`src/rtl/periph_rr_arbiter.sv`:
```
// Round-robin arbiter funnelling NB_REQ cores onto one peripheral target port.
// Responses return in order and are routed back to the owning core via an ID FIFO.
module periph_rr_arbiter #(
  parameter int NB_REQ     = 8,
  parameter int ADDR_WIDTH = 32,
  parameter int DATA_WIDTH = 32,
  parameter int BE_WIDTH   = DATA_WIDTH / 8,
  parameter int MAX_OUTST  = 4
) (
  input  logic                                  clk_i,
  input  logic                                  rst_i,
  input  logic [NB_REQ-1:0]                     req_i,
  input  logic [NB_REQ-1:0][ADDR_WIDTH-1:0]     add_i,
  input  logic [NB_REQ-1:0]                     wen_i,
  input  logic [NB_REQ-1:0][DATA_WIDTH-1:0]     wdata_i,
  input  logic [NB_REQ-1:0][BE_WIDTH-1:0]       be_i,
  output logic [NB_REQ-1:0]                     gnt_o,
  output logic [NB_REQ-1:0]                     r_valid_o,
  output logic [DATA_WIDTH-1:0]                 r_rdata_o,
  output logic                                  r_opc_o,
  output logic                                  req_o,
  output logic [ADDR_WIDTH-1:0]                 add_o,
  output logic                                  wen_o,
  output logic [DATA_WIDTH-1:0]                 wdata_o,
  output logic [BE_WIDTH-1:0]                   be_o,
  input  logic                                  gnt_i,
  input  logic                                  r_valid_i,
  input  logic [DATA_WIDTH-1:0]                 r_rdata_i,
  input  logic                                  r_opc_i,
  output logic [$clog2(MAX_OUTST):0]            outst_o,
  output logic                                  err_o
);

  localparam int IDX_W = (NB_REQ > 1) ? $clog2(NB_REQ) : 1;
  localparam int PTR_W = $clog2(MAX_OUTST);
  localparam int CNT_W = PTR_W + 1;

  logic [IDX_W-1:0] ptr_q, ptr_d;
  logic             lock_q, lock_d;
  logic [IDX_W-1:0] lock_idx_q, lock_idx_d;
  logic [PTR_W-1:0] wr_ptr_q, wr_ptr_d;
  logic [PTR_W-1:0] rd_ptr_q, rd_ptr_d;
  logic [CNT_W-1:0] outst_q, outst_d;
  logic             err_q, err_d;
  logic [IDX_W-1:0] fifo_mem_q [MAX_OUTST];

  logic [IDX_W-1:0] rr_idx;
  logic             rr_found;
  logic [IDX_W-1:0] win_idx;
  logic [IDX_W-1:0] head_idx;
  logic             req_valid;
  logic             full;
  logic             empty;
  logic             handshake;
  logic             pop;

  // Two-pass search: first requester at or above ptr, else the lowest one overall.
  always_comb begin
    rr_found = 1'b0;
    rr_idx   = '0;
    for (int k = 0; k < NB_REQ; k++) begin
      if (!rr_found && req_i[k] && (IDX_W'(k) >= ptr_q)) begin
        rr_found = 1'b1;
        rr_idx   = IDX_W'(k);
      end
    end
    for (int k = 0; k < NB_REQ; k++) begin
      if (!rr_found && req_i[k]) begin
        rr_found = 1'b1;
        rr_idx   = IDX_W'(k);
      end
    end
  end

  // A locked requester that drops its request yields an idle cycle before re-arbitration.
  assign win_idx   = lock_q ? lock_idx_q : rr_idx;
  assign req_valid = lock_q ? req_i[lock_idx_q] : (|req_i);
  assign full      = (outst_q == CNT_W'(MAX_OUTST));
  assign empty     = (outst_q == '0);
  assign req_o     = req_valid && !full && !rst_i;
  assign handshake = req_o && gnt_i;
  assign pop       = r_valid_i && !empty;
  assign head_idx  = fifo_mem_q[rd_ptr_q];

  assign add_o   = add_i[win_idx];
  assign wen_o   = wen_i[win_idx];
  assign wdata_o = wdata_i[win_idx];
  assign be_o    = be_i[win_idx];

  assign r_rdata_o = r_valid_i ? r_rdata_i : '0;
  assign r_opc_o   = r_valid_i ? r_opc_i : 1'b0;
  assign outst_o   = outst_q;
  assign err_o     = err_q;

  generate
    for (genvar gi = 0; gi < NB_REQ; gi++) begin : g_core
      assign gnt_o[gi]     = handshake && (win_idx == IDX_W'(gi));
      assign r_valid_o[gi] = pop && !rst_i && (head_idx == IDX_W'(gi));
    end
  endgenerate

  always_comb begin
    ptr_d      = ptr_q;
    lock_d     = lock_q;
    lock_idx_d = lock_idx_q;
    wr_ptr_d   = wr_ptr_q;
    rd_ptr_d   = rd_ptr_q;
    outst_d    = outst_q;
    err_d      = err_q;

    if (handshake) begin
      lock_d   = 1'b0;
      ptr_d    = (win_idx == IDX_W'(NB_REQ - 1)) ? '0 : win_idx + IDX_W'(1);
      wr_ptr_d = wr_ptr_q + PTR_W'(1);
    end else if (req_o) begin
      lock_d     = 1'b1;
      lock_idx_d = win_idx;
    end else if (lock_q && !req_i[lock_idx_q]) begin
      lock_d = 1'b0;
    end

    if (pop) begin
      rd_ptr_d = rd_ptr_q + PTR_W'(1);
    end

    case ({handshake, pop})
      2'b10:   outst_d = outst_q + CNT_W'(1);
      2'b01:   outst_d = outst_q - CNT_W'(1);
      default: outst_d = outst_q;
    endcase

    if (r_valid_i && empty) begin
      err_d = 1'b1;
    end
  end

  always_ff @(posedge clk_i or posedge rst_i) begin
    if (rst_i) begin
      ptr_q      <= '0;
      lock_q     <= 1'b0;
      lock_idx_q <= '0;
      wr_ptr_q   <= '0;
      rd_ptr_q   <= '0;
      outst_q    <= '0;
      err_q      <= 1'b0;
    end else begin
      ptr_q      <= ptr_d;
      lock_q     <= lock_d;
      lock_idx_q <= lock_idx_d;
      wr_ptr_q   <= wr_ptr_d;
      rd_ptr_q   <= rd_ptr_d;
      outst_q    <= outst_d;
      err_q      <= err_d;
    end
  end

  // ID storage needs no reset: validity is tracked solely by outst_q and the pointers.
  always_ff @(posedge clk_i) begin
    if (handshake) begin
      fifo_mem_q[wr_ptr_q] <= win_idx;
    end
  end

endmodule
```
`config.mk`:
```
export PLATFORM = sky130hd
export DESIGN_NAME = periph_rr_arbiter
export DESIGN_NICKNAME = d
export VERILOG_FILES = /design/src/rtl/periph_rr_arbiter.sv
export SDC_FILE = /design/constraint.sdc
export NUM_CORES = 1
export LEC_CHECK = 0
export BUFFER_PORTS_ARGS = -buffer_cell sky130_fd_sc_hd__buf_2
export CORE_AREA = 8 8 278 280
export CTS_BUF_LIST = sky130_fd_sc_hd__clkbuf_4 sky130_fd_sc_hd__clkbuf_8
export DETAILED_ROUTE_END_ITERATION = 10
export DIE_AREA = 0 0 286 288
export REMOVE_ABC_BUFFERS = 1
export SYNTH_ARGS = -nofsm -noshare
export SYNTH_HDL_FRONTEND = slang
export SYNTH_SLANG_ARGS = --single-unit
```
`constraint.sdc`:
```
create_clock -name clk_i -period 3.19 [get_ports clk_i]
set_clock_uncertainty 0.1 [all_clocks]
set_input_delay 0.638 -clock clk_i [delete_from_list [all_inputs] [get_ports clk_i]]
set_output_delay 0.638 -clock clk_i [all_outputs]
set_load 0.01 [all_outputs]
```
==> reports/metrics.csv <==
metric;value;unit
status;finished, violations left;
violations;setup timing;
finalSetupViolations;77;
synth_area;6852;µm²
timing.final.ws_setup;-0.6850;ns
syn_area_per_cell;10.03;µm²
ir_drop;490.0;µV
yosys.area_share.adder;2.118;%
finalHoldViolCount;0;
cap_violations;0;
grt.total_usage;12.41;%
post-route-util;20.10;%
max_freq;258.1;MHz
antenna_found_initial;56;
grt_max_degree;35;
fin_crit_sh;121.5;%
cellPowerDensity;1368;nW/µm²
critical_path_class;in2out;
hold_buffers;0;
firstDrtPassIters;4;
cp_top_family;compound AO/OA/AOI/OAI gates;
grt_overflow;0;
worst-path-buf-inv;7;
grt_first_pass_wirelength;74340;µm
ant_nets;0;
dp_hpwl;46260;µm
gp_congestion;0.8961;
arrival;3.14;ns
io_pins;720;
synthDistinctLibCells;53;
clk_pin_slew;0.09;ns
synth.area.top_cells;mux2i_1 (41%), a221oi_2 (15%), a22o_1 (8.8%), dfrtp_1 (5.5%), edfxtp_1 (5.3%);
synth_top_area_share;40.61;%
drc_errors;0;
synth-edff-count;12;
die_h;288;µm
yosys_register_bits;27;
relSlewSlack;70.37;%
die_area;82370;µm²
slew_viol_final;0;
cts_max_path_buffers;2;
synth_compound_area_share;27.63;%
finalCriticalPeriod;3.875;ns
die_x;286;µm
post_drt_wl_per_cell;22.23;µm
placed_cell_area;12590;µm²
vias;9843;
nFillCells;8029;
dpl_worst_slack;-0.8645;ns
cpPeakStageDelay;0.41;ns
vias_per_cell;3.872;
cts_tree;done;
row_count;99;
synthMuxAreaShare;42.75;%
drt-initial-drc-count;438;
grt_pass1_vias;10330;
coreArea;72590;µm²
cp-end-kind;output pin;
drive_above_1_share;69.69;%
leakagePower;0.007478;µW
worstPathRequired;2.45;ns
synth_top_family_by_area;multiplexers;
finalInstanceArea;14590;µm²
yosysWarningCount;0;
worst_pin_slew;0.4321;ns
synth-xor-area-share;0.7670;%
numPortBuffers;719;
path_cells;buf_6, or3_4, buf_6, a211oi_2, o2111ai_1, a31o_4, buf_12, clkinv_8, a211oi_4, buf_8, buf_12, a22o_1, a221oi_4, buf_2;
hold_path_class;in2async;
initial_utilization;9.439;%
yosys.area.top_type;mux2i_1;
async_flop_share;55.56;%
cp_slowest_cell;or3_4;
h-tree-depth;1;
synthFlopType;dfrtp_1;
cp_max_fo;8;
totalWireLength;56500;µm
start_kind;input port;
yosys.area_share.simple;8.163;%
ys_seq_area_share;10.74;%
syn_inst;683;
cts_sinks;27;
cts-root-buf;clkbuf_8;
areaGrowthSynthToFinish;113.0;%
hold_ws;0.3582;ns
rsz0062_at_grt;yes;
finalNetCount;2176;
cts_buffers;3;
clock_latency;0.27;ns
==> state kept, by name, indices dropped and copies added, names as in the netlist <==
signal / flops
err_o: 1
outst_o: 3
wr_ptr_q: 2
fifo_mem_q: 12
lock_idx_q: 3
rd_ptr_q: 2
ptr_q: 3
lock_q: 1
==> worst register-to-register path: cells and delay by family, from the launching register on <==
family | cells | cell delay (ns)
AO/OA/AOI/OAI | 4 | 0.83
flip-flops | 1 | 0.48
buffers and inverters | 4 | 0.48
adder cells (fa/ha/maj) | 2 | 0.44
multiplexers | 1 | 0.26
AND/OR/NAND/NOR | 1 | 0.20
==> worst paths after layout <==
check / cells after the start / endpoint / slack, ns / start
min in group clk_i: 1 / err_o / 0.36 / err_o
setup reg to reg: 12 / ptr_q[2] / 0.29 / ptr_q[1]
hold / removal: 3 / outst_o[1] / 0.36 / rst_i
hold reg to reg: 1 / err_o / 0.36 / err_o
max in group asynchronous: 3 / ptr_q[2] / 2.43 / rst_i
setup / recovery: 14 / add_o[24] / -0.69 / req_i[0]
==> report_power, final <==
part	internal, µW	total, µW	switching (µW)	leakage, µW
Sequential	530	682	152	0.000281
Combinational	10300	19100	8780	0.00717
Clock	97.9	200	102	0.0000263
==> per-layer routing <==
metal / share of wire [%] / global-route usage [%]
met3: 13 / 5.196
met2: 45 / 20.39
met5: 0.45 / 0
met1: 39 / 14.86
met4: 2.4 / 3.122
==> area by class of cell <==
type | instances | area, µm² | area share, %
repair buffers | 947 | 6590 | 45.16
inverters | 15 | 73.82 | 0.5059
well taps | 959 | 1200 | 8.223
multi-input cells | 574 | 5901 | 40.44
clock buffers | 4 | 48.80 | 0.3344
flip-flops and latches | 27 | 739.5 | 5.067
diodes | 16 | 40.04 | 0.2744
==> synth_stat cells (7+ instances only) <==
master    count
buf_4        18
ha_1         10
a22o_1       69
and3_1        7
buf_2        29
inv_1        14
dfrtp_1      15
nor2_1       22
a221oi_2     69
nand2_1      12
buf_6        15
edfxtp_1     12
mux2i_1     278
and2_1       35
==> through the flow <==
stage,total power (µW),TNS (ns),instances
after floorplan,6191,-1871.11,616
after global placement,15040,-53.47,2434
after detailed placement,15110,-54.49,2434
after CTS,19270,-45.83,2503
after global routing,21130,-52.66,2529
final,19960,-44.67,2542
==> cell families (layout without fill, tap and decap cells) <==
kind of cell | count (synthesis) | count (layout)
AO/OA/AOI/OAI | 167 | 167
buffers and inverters | 82 | 966
adder cells (fa/ha/maj) | 11 | 11
AND/OR/NAND/NOR | 104 | 104
XOR/XNOR | 6 | 6
flip-flops | 27 | 27
other | 0 | 16
multiplexers | 286 | 286
==> cells in the final DEF (no fill, tap or decap), drive strengths merged, types with 3 or more instances in the layout <==
cell type and n:
nor3 3, a22o 69, xnor2 4, nand3 4, bufbuf 4, a21oi 4
mux2 3, nand2 12, a211oi 3, ha 10, buf 940, nor2b 4
nand2b 5, edfxtp 12, dfrtp 15, a221oi 69, clkbuf 7, or3 3
nor2 24, or2 3, mux4 5, o21ai 5, inv 14, and2 35
a32o 3, and3 7, diode 16, mux2i 278
==> timing repair <==
| action | 4_1_cts | 5_1_grt |
|---|---|---|
| gates cloned | 17 | 4 |
| setup endpoints to repair | 77 | 79 |
| gates resized for setup | 123 | 64 |
| setup buffers | 50 | 24 |
| pin swaps | 33 | 30 |
No activity file was read; power rests on OpenSTA's default activity.
